<file path="src/rtl/bcd_display_scan.sv">
// -----------------------------------------------------------------------------
// bcd_display_scan
//
// Display-side consumer of the calculator's display feed. Takes a 16-bit word
// of four BCD digits plus a one-cycle scan enable from the multiplexor and
// drives a 4-digit multiplexed 7-segment display.
//
// A whole frame is latched at once, at the moment the scan wraps back to
// digit0, so a value that changes mid-scan never shows half old and half new
// digits. Between consecutive digits the block can insert GUARD_TICKS scan
// slots with every anode off. This stops the previous digit's segments from
// ghosting onto the next anode while the drivers settle.
//
// Parameters
//   GUARD_TICKS       all-off scan slots between consecutive digits (0 = none)
//   ANODE_ACTIVE_LOW  1: an enabled anode is driven 0, 0: it is driven 1
//   SEG_ACTIVE_LOW    1: a lit segment is driven 0,   0: it is driven 1
//
// Build option
//   LEADING_ZERO_BLANK_EN  when defined, digits above the most significant
//                          nonzero digit of the frame are blanked. Their
//                          anode is still scanned in its slot. Digit0 is
//                          always shown, and invalid nibbles (A-F) count as
//                          nonzero. When undefined, all four digits are
//                          always decoded and shown.
//
// Ports
//   clk         in   1   system clock, shared with the multiplexor
//   rst         in   1   asynchronous, active-high reset
//   next_data   in   1   scan tick; each clk cycle with next_data=1 is one tick
//   data_shown  in   16  digits, [3:0]=digit0 (rightmost) .. [15:12]=digit3
//   anodes      out  4   digit enables, bit i = digit i, at most one active
//   segments    out  7   {g,f,e,d,c,b,a}
//   frame_done  out  1   one-clk pulse when a new frame is latched
//
// Timing: every output is a flop. A tick on edge N shows its result after
// edge N. A full frame takes 4*(1+GUARD_TICKS) ticks.
// -----------------------------------------------------------------------------
module bcd_display_scan #(
  parameter int unsigned GUARD_TICKS      = 1,
  parameter bit          ANODE_ACTIVE_LOW = 1'b1,
  parameter bit          SEG_ACTIVE_LOW   = 1'b1
) (
  input  logic        clk,
  input  logic        rst,
  input  logic        next_data,
  input  logic [15:0] data_shown,
  output logic [3:0]  anodes,
  output logic [6:0]  segments,
  output logic        frame_done
);

  // Guard counter only needs to hold GUARD_TICKS-1. Keep at least one bit so
  // the declaration stays legal when GUARD_TICKS is 0 or 1.
  localparam int unsigned GCW = (GUARD_TICKS > 1) ? $clog2(GUARD_TICKS) : 1;
  localparam logic [GCW-1:0] GUARD_LOAD =
    (GUARD_TICKS > 0) ? GCW'(GUARD_TICKS - 1) : '0;

  // Physical "off" levels after polarity is applied.
  localparam logic [3:0] ANODE_OFF = ANODE_ACTIVE_LOW ? 4'hF  : 4'h0;
  localparam logic [6:0] SEG_OFF   = SEG_ACTIVE_LOW   ? 7'h7F : 7'h00;

  typedef enum logic {
    ST_SHOW  = 1'b0,   // one digit is lit
    ST_GUARD = 1'b1    // all anodes off, counting guard slots
  } state_t;

  // ---------------------------------------------------------------------------
  // Segment decode. The result is active-high (1 = segment lit), in the order
  // {g,f,e,d,c,b,a}. Six and nine keep their tails (a and d). Seven lights
  // a, b and c only. Any non-BCD nibble shows a dash so a corrupt feed is
  // visible instead of looking like a number.
  // ---------------------------------------------------------------------------
  function automatic logic [6:0] seg_decode(input logic [3:0] i_digit);
    logic [6:0] lit;
    case (i_digit)
      4'd0:    lit = 7'b0111111;
      4'd1:    lit = 7'b0000110;
      4'd2:    lit = 7'b1011011;
      4'd3:    lit = 7'b1001111;
      4'd4:    lit = 7'b1100110;
      4'd5:    lit = 7'b1101101;
      4'd6:    lit = 7'b1111101;
      4'd7:    lit = 7'b0000111;
      4'd8:    lit = 7'b1111111;
      4'd9:    lit = 7'b1101111;
      default: lit = 7'b1000000;
    endcase
    return lit;
  endfunction

  // Polarity is applied as the last step before a value reaches the output
  // flops. The pins therefore come straight from registers, with no inverter
  // after them.
  function automatic logic [3:0] anode_level(input logic [1:0] i_idx);
    logic [3:0] onehot;
    onehot = 4'b0001 << i_idx;
    return ANODE_ACTIVE_LOW ? ~onehot : onehot;
  endfunction

  function automatic logic [6:0] seg_level(input logic [6:0] i_lit);
    return SEG_ACTIVE_LOW ? ~i_lit : i_lit;
  endfunction

  // ---------------------------------------------------------------------------
  // State
  // ---------------------------------------------------------------------------
  state_t           r_state;
  logic [GCW-1:0]   r_guard_cnt;
  logic [1:0]       r_idx;
  logic [15:0]      r_frame_buf;
  logic [3:0]       r_anodes;
  logic [6:0]       r_segments;
  logic             r_frame_done;
`ifdef LEADING_ZERO_BLANK_EN
  logic [1:0]       r_high_idx;   // most significant nonzero digit of the frame
`endif

  // ---------------------------------------------------------------------------
  // Next-digit datapath. Only used on an advancing tick.
  // ---------------------------------------------------------------------------
  logic [1:0] w_next_idx;
  logic       w_wrap;
  logic       w_advance;
  logic [3:0] w_nibble;
  logic [6:0] w_lit;
`ifdef LEADING_ZERO_BLANK_EN
  logic [1:0] w_high_new;
  logic [1:0] w_high_use;
`endif

  // NOTE: every always_comb output is assigned on every path (here by full
  // case/default coverage) so that no latch is inferred.
  always_comb begin
    w_next_idx = r_idx + 2'd1;
    w_wrap     = (w_next_idx == 2'd0);
    // SHOW with no guard slots, or GUARD with the count exhausted, moves on
    // to the next digit.
    w_advance  = (r_state == ST_SHOW) ? (GUARD_TICKS == 0) : (r_guard_cnt == '0);
    // On the wrap the frame is being latched on this same edge. Digit0 is
    // therefore taken directly from the input and not from the stale buffer.
    case (w_next_idx)
      2'd0:    w_nibble = data_shown[3:0];
      2'd1:    w_nibble = r_frame_buf[7:4];
      2'd2:    w_nibble = r_frame_buf[11:8];
      default: w_nibble = r_frame_buf[15:12];
    endcase
  end

`ifdef LEADING_ZERO_BLANK_EN
  always_comb begin
    if (data_shown[15:12] != 4'd0)     w_high_new = 2'd3;
    else if (data_shown[11:8] != 4'd0) w_high_new = 2'd2;
    else if (data_shown[7:4] != 4'd0)  w_high_new = 2'd1;
    else                               w_high_new = 2'd0;
    w_high_use = w_wrap ? w_high_new : r_high_idx;
    // Digit0 can never be above the highest digit, so it is never blanked.
    w_lit = (w_next_idx > w_high_use) ? 7'd0 : seg_decode(w_nibble);
  end
`else
  always_comb begin
    w_lit = seg_decode(w_nibble);
  end
`endif

  // ---------------------------------------------------------------------------
  // Scan FSM. All outputs are registered here. Nothing moves except on a
  // tick, apart from frame_done, which drops after one clock.
  // ---------------------------------------------------------------------------
  // NOTE: sequential state uses non-blocking assignments only. Every flop then
  // samples the pre-edge values, whatever order the statements are written in.
  always_ff @(posedge clk or posedge rst) begin
    if (rst) begin
      // NOTE: the frame buffer is reset together with the control flops. It is
      // small, and a defined value keeps the first frame deterministic.
      r_state      <= ST_GUARD;
      r_guard_cnt  <= '0;
      r_idx        <= 2'd3;        // first tick wraps to digit0 and latches
      r_frame_buf  <= '0;
      r_anodes     <= ANODE_OFF;
      r_segments   <= SEG_OFF;
      r_frame_done <= 1'b0;
`ifdef LEADING_ZERO_BLANK_EN
      r_high_idx   <= '0;
`endif
    end else begin
      r_frame_done <= 1'b0;
      if (next_data) begin
        if (w_advance) begin
          r_idx      <= w_next_idx;
          r_anodes   <= anode_level(w_next_idx);
          r_segments <= seg_level(w_lit);
          r_state    <= ST_SHOW;
          if (w_wrap) begin
            r_frame_buf  <= data_shown;
            r_frame_done <= 1'b1;
`ifdef LEADING_ZERO_BLANK_EN
            r_high_idx   <= w_high_new;
`endif
          end
        end else if (r_state == ST_SHOW) begin
          r_anodes    <= ANODE_OFF;
          r_segments  <= SEG_OFF;
          r_guard_cnt <= GUARD_LOAD;
          r_state     <= ST_GUARD;
        end else begin
          r_guard_cnt <= r_guard_cnt - GCW'(1);
        end
      end
    end
  end

  assign anodes     = r_anodes;
  assign segments   = r_segments;
  assign frame_done = r_frame_done;

endmodule

</file>
<file path="config.mk">
export PLATFORM = sky130hd
export DESIGN_NAME = bcd_display_scan
export DESIGN_NICKNAME = d
export VERILOG_FILES = /design/src/rtl/bcd_display_scan.sv
export SDC_FILE = /design/constraint.sdc
export NUM_CORES = 1
export LEC_CHECK = 0
export ABC_AREA = 1
export CORE_UTILIZATION = 30
export DETAILED_ROUTE_END_ITERATION = 10
export MAX_ROUTING_LAYER = met4
export PLACE_DENSITY = 0.58
export SLEW_MARGIN = 20
export SYNTH_ARGS = -nofsm -noshare
export SYNTH_HDL_FRONTEND = slang
export SYNTH_SLANG_ARGS = --single-unit
</file>
<file path="constraint.sdc">
create_clock -name clk -period 2.7 [get_ports clk]
set_input_delay 0.27 -clock clk [delete_from_list [all_inputs] [get_ports clk]]
set_output_delay 0.27 -clock clk [all_outputs]
set_load 0.01 [all_outputs]
</file>
# == Word level (Yosys, flattened, before mapping) ==
# Memories as Yosys holds them, arrays and structs flattened.
# Index checks and enable logic that the tools add are counted.
# totals
reg_bits,32
mem_bits_ro,112
inputBits,19
out_inout_bits,12
wordCells,34
mem_count,1
# classes
addsub,2
eq_ne,3
shift,1
mux,11
bitwise,4
n_reduce_logical,5
# mem_list
memory,words,word_bits,read_ports,rd_ports_with_merged_regs,wr,line_no,text
(no name shown),16,7,1,0,0,76,case (i_digit)
# ops
cell,n
7-bit two-way mux,2
4-bit case mux with 3 select lines,1
4-bit two-way mux,2
7-bit inverter,1
1-bit two-way mux,6
2-bit AND reduction,3
4-bit inverter,1
"1-bit by 2-bit left shift with 4-bit output, first input constant",1
3-bit AND reduction,1
"2-bit by 1-bit adder with 2-bit output, second input constant",1
"2-bit by 1-bit equality test with 1-bit output, second input constant",1
"2-bit equality test, second input constant",1
2-bit logical NOT,1
"2-bit by 1-bit != test with 1-bit output, second input constant",1
1-bit inverter,2
"1-bit subtractor, second input constant",1

# == Depth between registers and ports, before layout ==
# An unclocked memory read counts as a cell.
# logic_depth
depth_word,6
depth_mapped,13

# == Worst setup path after synthesis ==
# Ideal clock, no wire load.
# synth_path
path_type,register to register
startpoint,register r_idx[0]
endpoint,register r_segments[1] (netlist: segments[1])
setup_ns,0.058
arrival_ns,1.856
required_time_ns,2.642
slack_ns,0.786
path_stages_with_launch,12
period_less_slack_ns,1.914
cell_sequence,dfstp_2 inv_1 ha_1 inv_2 nand2_1 o21ai_4 inv_1 ha_1 nor2_1 nand3b_1 nand2_1 inv_1
# synth_via
elab_chain_cells,6
elab_cells_between_ends,8
# synth_lines
item,line_no,text
start: declaration,110,logic [1:0] r_idx;
start signal: assignment,190,r_idx <= w_next_idx;
2-bit by 1-bit adder with 2-bit output *,135,w_next_idx = r_idx + 2'd1;
via w_next_idx[0],122,logic [1:0] w_next_idx;
2-bit equality test (tied with other cells),142,case (w_next_idx)
4-bit case mux with 3 select lines *,142,
memory 16 x 7 bit *,n/a,
7-bit inverter *,102,return SEG_ACTIVE_LOW ? ~i_lit : i_lit;
7-bit two-way mux *,189,if (w_advance) begin
end signal: assignment,192,r_segments <= seg_level(w_lit);
end: declaration,113,logic [6:0] r_segments;
# The timed path passes the listed nets; every way through them passes the cells marked *.
# A chain may end at the register's enable or synchronous reset.

# == Worst setup path after layout ==
# Ends and elaborated chain as after synthesis.

==> summary.md <==
| Metric | Value |
|---|---|
| Run status | `finished clean` |
| Setup TNS | `0 ns` |
| Hold Path Class | `in -> async` |
| Leak | `0.962 nW` |
| CP arrival | `2.35 ns` |
| Worst relative slew slack | `52.7%` |
| Yosys warnings | `0` |
| Worst endpoint required time | `2.93 ns` |
| Hpwl dp | `2270 microns` |
| Net Sw Power | `roughly 0.0009 W` |
| Synth top area cells | `dfstp_2 (24%), dfrtp_1 (23%), nand2_1 (15%)` |
| Peak Freq | `471 MHz` |
| Overflow after GRT | `0` |
| Crit path launch type | `flip-flop` |
| Ratio of cells with drive above 1 in the final layout | `around 17%` |
| Number of cells on the worst reg-to-reg path | `11` |
| VDD IR max | `452 uV` |
| Avg Cell Area, Syn | `8.12 sq um` |
| Area Overhead vs Synth | `30.2%` |
| Die Width | `73.0 microns` |
| Reg area | `718 sq um` |
| Cell count after synthesis | `186` |
| Placed insts | `283` |
| Total Power | `0.00227 W` |
| Most numerous cell in the Yosys netlist | `nand2_1` |
| Clock Root Buffer | `clkbuf_8` |
| Post-route ant nets | `0` |
| Gpl congestion | `slightly below 0.9` |
| Min Tclk post-route | `roughly 2.1 ns` |
| N_diodes | `0` |
| Worst-skew pair later-pin latency | `about 0.27 ns` |
| Drt first pass iters | `4` |
| Post-route DRC | `0` |
| Crit share post-route | `78.6%` |
| Wire per inst | `10.2 microns` |
| Flops & latches, synth | `28` |
| H-tree levels | `1` |
| Sequential fraction of the synthesis area | `47.6%` |
| Kind of critical path | `reg -> reg` |
| Crit path largest cell delay | `0.57 ns` |
| Main synth FF type | `dfstp_2` |
| Final Net Count | `249` |
| Post-synth net total | `214` |
| Clock sinks | `28` |
| Buf/Inv on CP | `4` |
| Max-slew violations | `0` |
| Cell Chain, Critical Path | `inv_1 > ha_1 > inv_2 > nand2_1 > o21ai_4 > inv_1 > ha_1 > nor2_1 > nand3b_1 > nand2_1 > inv_1` |
| Rows | `25` |
| Post-Syn Area | `1510 sq um` |
| Largest net degree at the start of global routing | `20` |
| Vias in the first global route | `approximately 1,200` |
| Initial DRC count | `46` |
| Cell count along the critical path | `11` |
| Unique masters post-synth | `21` |
| Reg clk slew, reported paths | `0.10 ns` |
| Drt via density | `between 4 and 5` |
| Setup Buffers After CTS | `0` |
| Reg power frac | `32.4%` |
| Total wire length | `2940 microns` |
| Clk_skew | `0.00150 ns` |
| Port-buffer cells | `30` |
| CTS tree | `yes` |
| Post-place setup slack | `0.613 ns` |
| Clk network pwr share | `14.6%` |
| Max Cap Violations | `0` |
| Final Hold Fails | `0` |
| Initial Utilization | `31.6%` |
| Antenna violations before repair | `0` |
| Crit path max fanout | `6` |
| Core area | `about 4800 sq um` |
| Sw Ratio | `between 40% and 50%` |
| Synth top cells by count | `nand2_1 (61), nor2_1 (33), inv_1 (17), dfrtp_1 (14), dfstp_2 (14)` |
| Total GRT Usage | `13.5%` |
| RSZ-0062 raised after global routing | `no` |
| Setup violators final | `0` |
| Critical path's top delay family | `flip-flops` |
| PnR worst setup slack | `approximately 0.58 ns` |
| Clk buf depth | `2` |
| PostCTS Resize Cnt | `0` |
| Num CTS Buffers | `3` |
| Cell taking the most area after synthesis | `dfstp_2` |
| Combinational share of power | `53.0%` |
| Finished Layout Cells | `287` |
| Critical path's slowest cell | `dfstp_2` |
| Post-CTS Hold Buffers | `0` |
| Area occupied by multi-input gates | `just under 700 sq um` |
| Crit path top cell by count | `inv_1` |
| I/O pins | `31` |
| Die Y | `73.0 microns` |
| CP endpoint kind | `flip-flop` |
| Worst-margin pin slew | `0.709 ns` |
| Yosys top cell area share | `between 20 and 25%` |
| Cell area power density | `1150 nW/um^2` |
| Internal Power | `0.00134 W` |
| # fillers | `502` |
| Via count | `1,195` |
| Post-synth EDFFs | `0` |
| First-pass GRT wire length | `5300 microns` |
| Ys async rst share | `100%` |
| Die ar. | `5320 sq um` |
cell usage in the layout (no fill, tap or decap), drive strengths merged:
cell / instances
buf: 3
nor3: 1
bufinv: 1
nor2: 33
ha: 9
clkinv: 1
clkdlybuf4s50: 30
o21a: 1
nand2: 69
dfrtp: 14
nand3b: 1
or2: 2
inv: 20
xor2: 1
o21ai: 6
nand3: 5
a21oi: 6
dfstp: 14
clkbuf: 3
state kept, by name, summed over array words and instances (netlist names):
signal       count
r_idx            2
r_frame_buf     12
r_guard_cnt      1
frame_done       1
anodes           4
r_state          1
segments         7
area by class of cell:
| type | count | share of cell area, % |
|---|---|---|
| clock inverters | 1 | 1.53 |
| clock buffers | 3 | 2.10 |
| well taps | 67 | 4.26 |
| multi-input cells | 134 | 35.1 |
| repair buffers | 33 | 16.4 |
| flip-flops and latches | 28 | 36.5 |
| inverters | 21 | 4.07 |
worst register-to-register path: stages, from the launching register on:
cell and delay, ns:
dfstp_2 0.57, inv_1 0.06, ha_1 0.25, inv_2 0.11
nand2_1 0.10, o21ai_4 0.22, inv_1 0.11, ha_1 0.28
nor2_1 0.14, nand3b_1 0.12, nand2_1 0.05, inv_1 0.05
power groups by stage:
| stage | Clock (W) | Sequential, W | Combinational, W |
|---|---|---|---|
| after global placement | 0 | 0.000741 | 0.00120 |
| final | 0.000332 | 0.000734 | 0.00120 |
| after global routing | 0.000357 | 0.000760 | 0.00138 |
| after detailed placement | 0 | 0.000745 | 0.00121 |
| after floorplan | 0 | 0.000760 | 0.000845 |
| after CTS | 0.000346 | 0.000738 | 0.00122 |
through the flow:
stage / utilization [%] / hold slack [ns] / cell area (sq um)
finish: 41.1 / 0.397 / 1970
global route: 41.1 / 0.471 / 1970
CTS: 41.1 / 0.418 / 1970
detailed placement: 39.6 / 0.465 / 1900
global placement: 39.6 / 0.463 / 1900
floorplan: - / 0.325 / 1510
path summary, 6_finish.rpt:
kind                                            start                     endpoint  slack (ns)
max reg2reg                      r_idx[0]$_DFFE_PP1P_      segments[1]$_DFFE_PP1P_        0.58
min reg2reg                r_frame_buf[4]$_DFFE_PP0P_   r_frame_buf[4]$_DFFE_PP0P_        0.49
min in group clk           r_frame_buf[4]$_DFFE_PP0P_   r_frame_buf[4]$_DFFE_PP0P_        0.49
min                                               rst  r_frame_buf[11]$_DFFE_PP0P_        0.40
max in group asynchronous                         rst      segments[3]$_DFFE_PP1P_        1.62
max                              r_idx[0]$_DFFE_PP1P_      segments[1]$_DFFE_PP1P_        0.58
layer usage:
layer | vias to the layer above | GRT usage (%) | routed length (microns)
met3 | 2 | 3.31 | 115
met1 | 537 | 16.7 | 1350
li1 | 629 | - | -
met4 | 0 | 2.61 | 17
met5 | - | - | 0
met2 | 27 | 22.4 | 1450
cells by family after synthesis:
| kind of cell | share of synthesized area, % |
|---|---|
| DFF | 47.6 |
| AOI/OAI and AO/OA | 5.97 |
| adders and majority gates | 7.46 |
| and+or+nand+nor | 31.7 |
| xor gates and xnor gates | 0.580 |
| buffers and inverters | 6.71 |
Note: power is estimated with default switching activity, not from simulation.
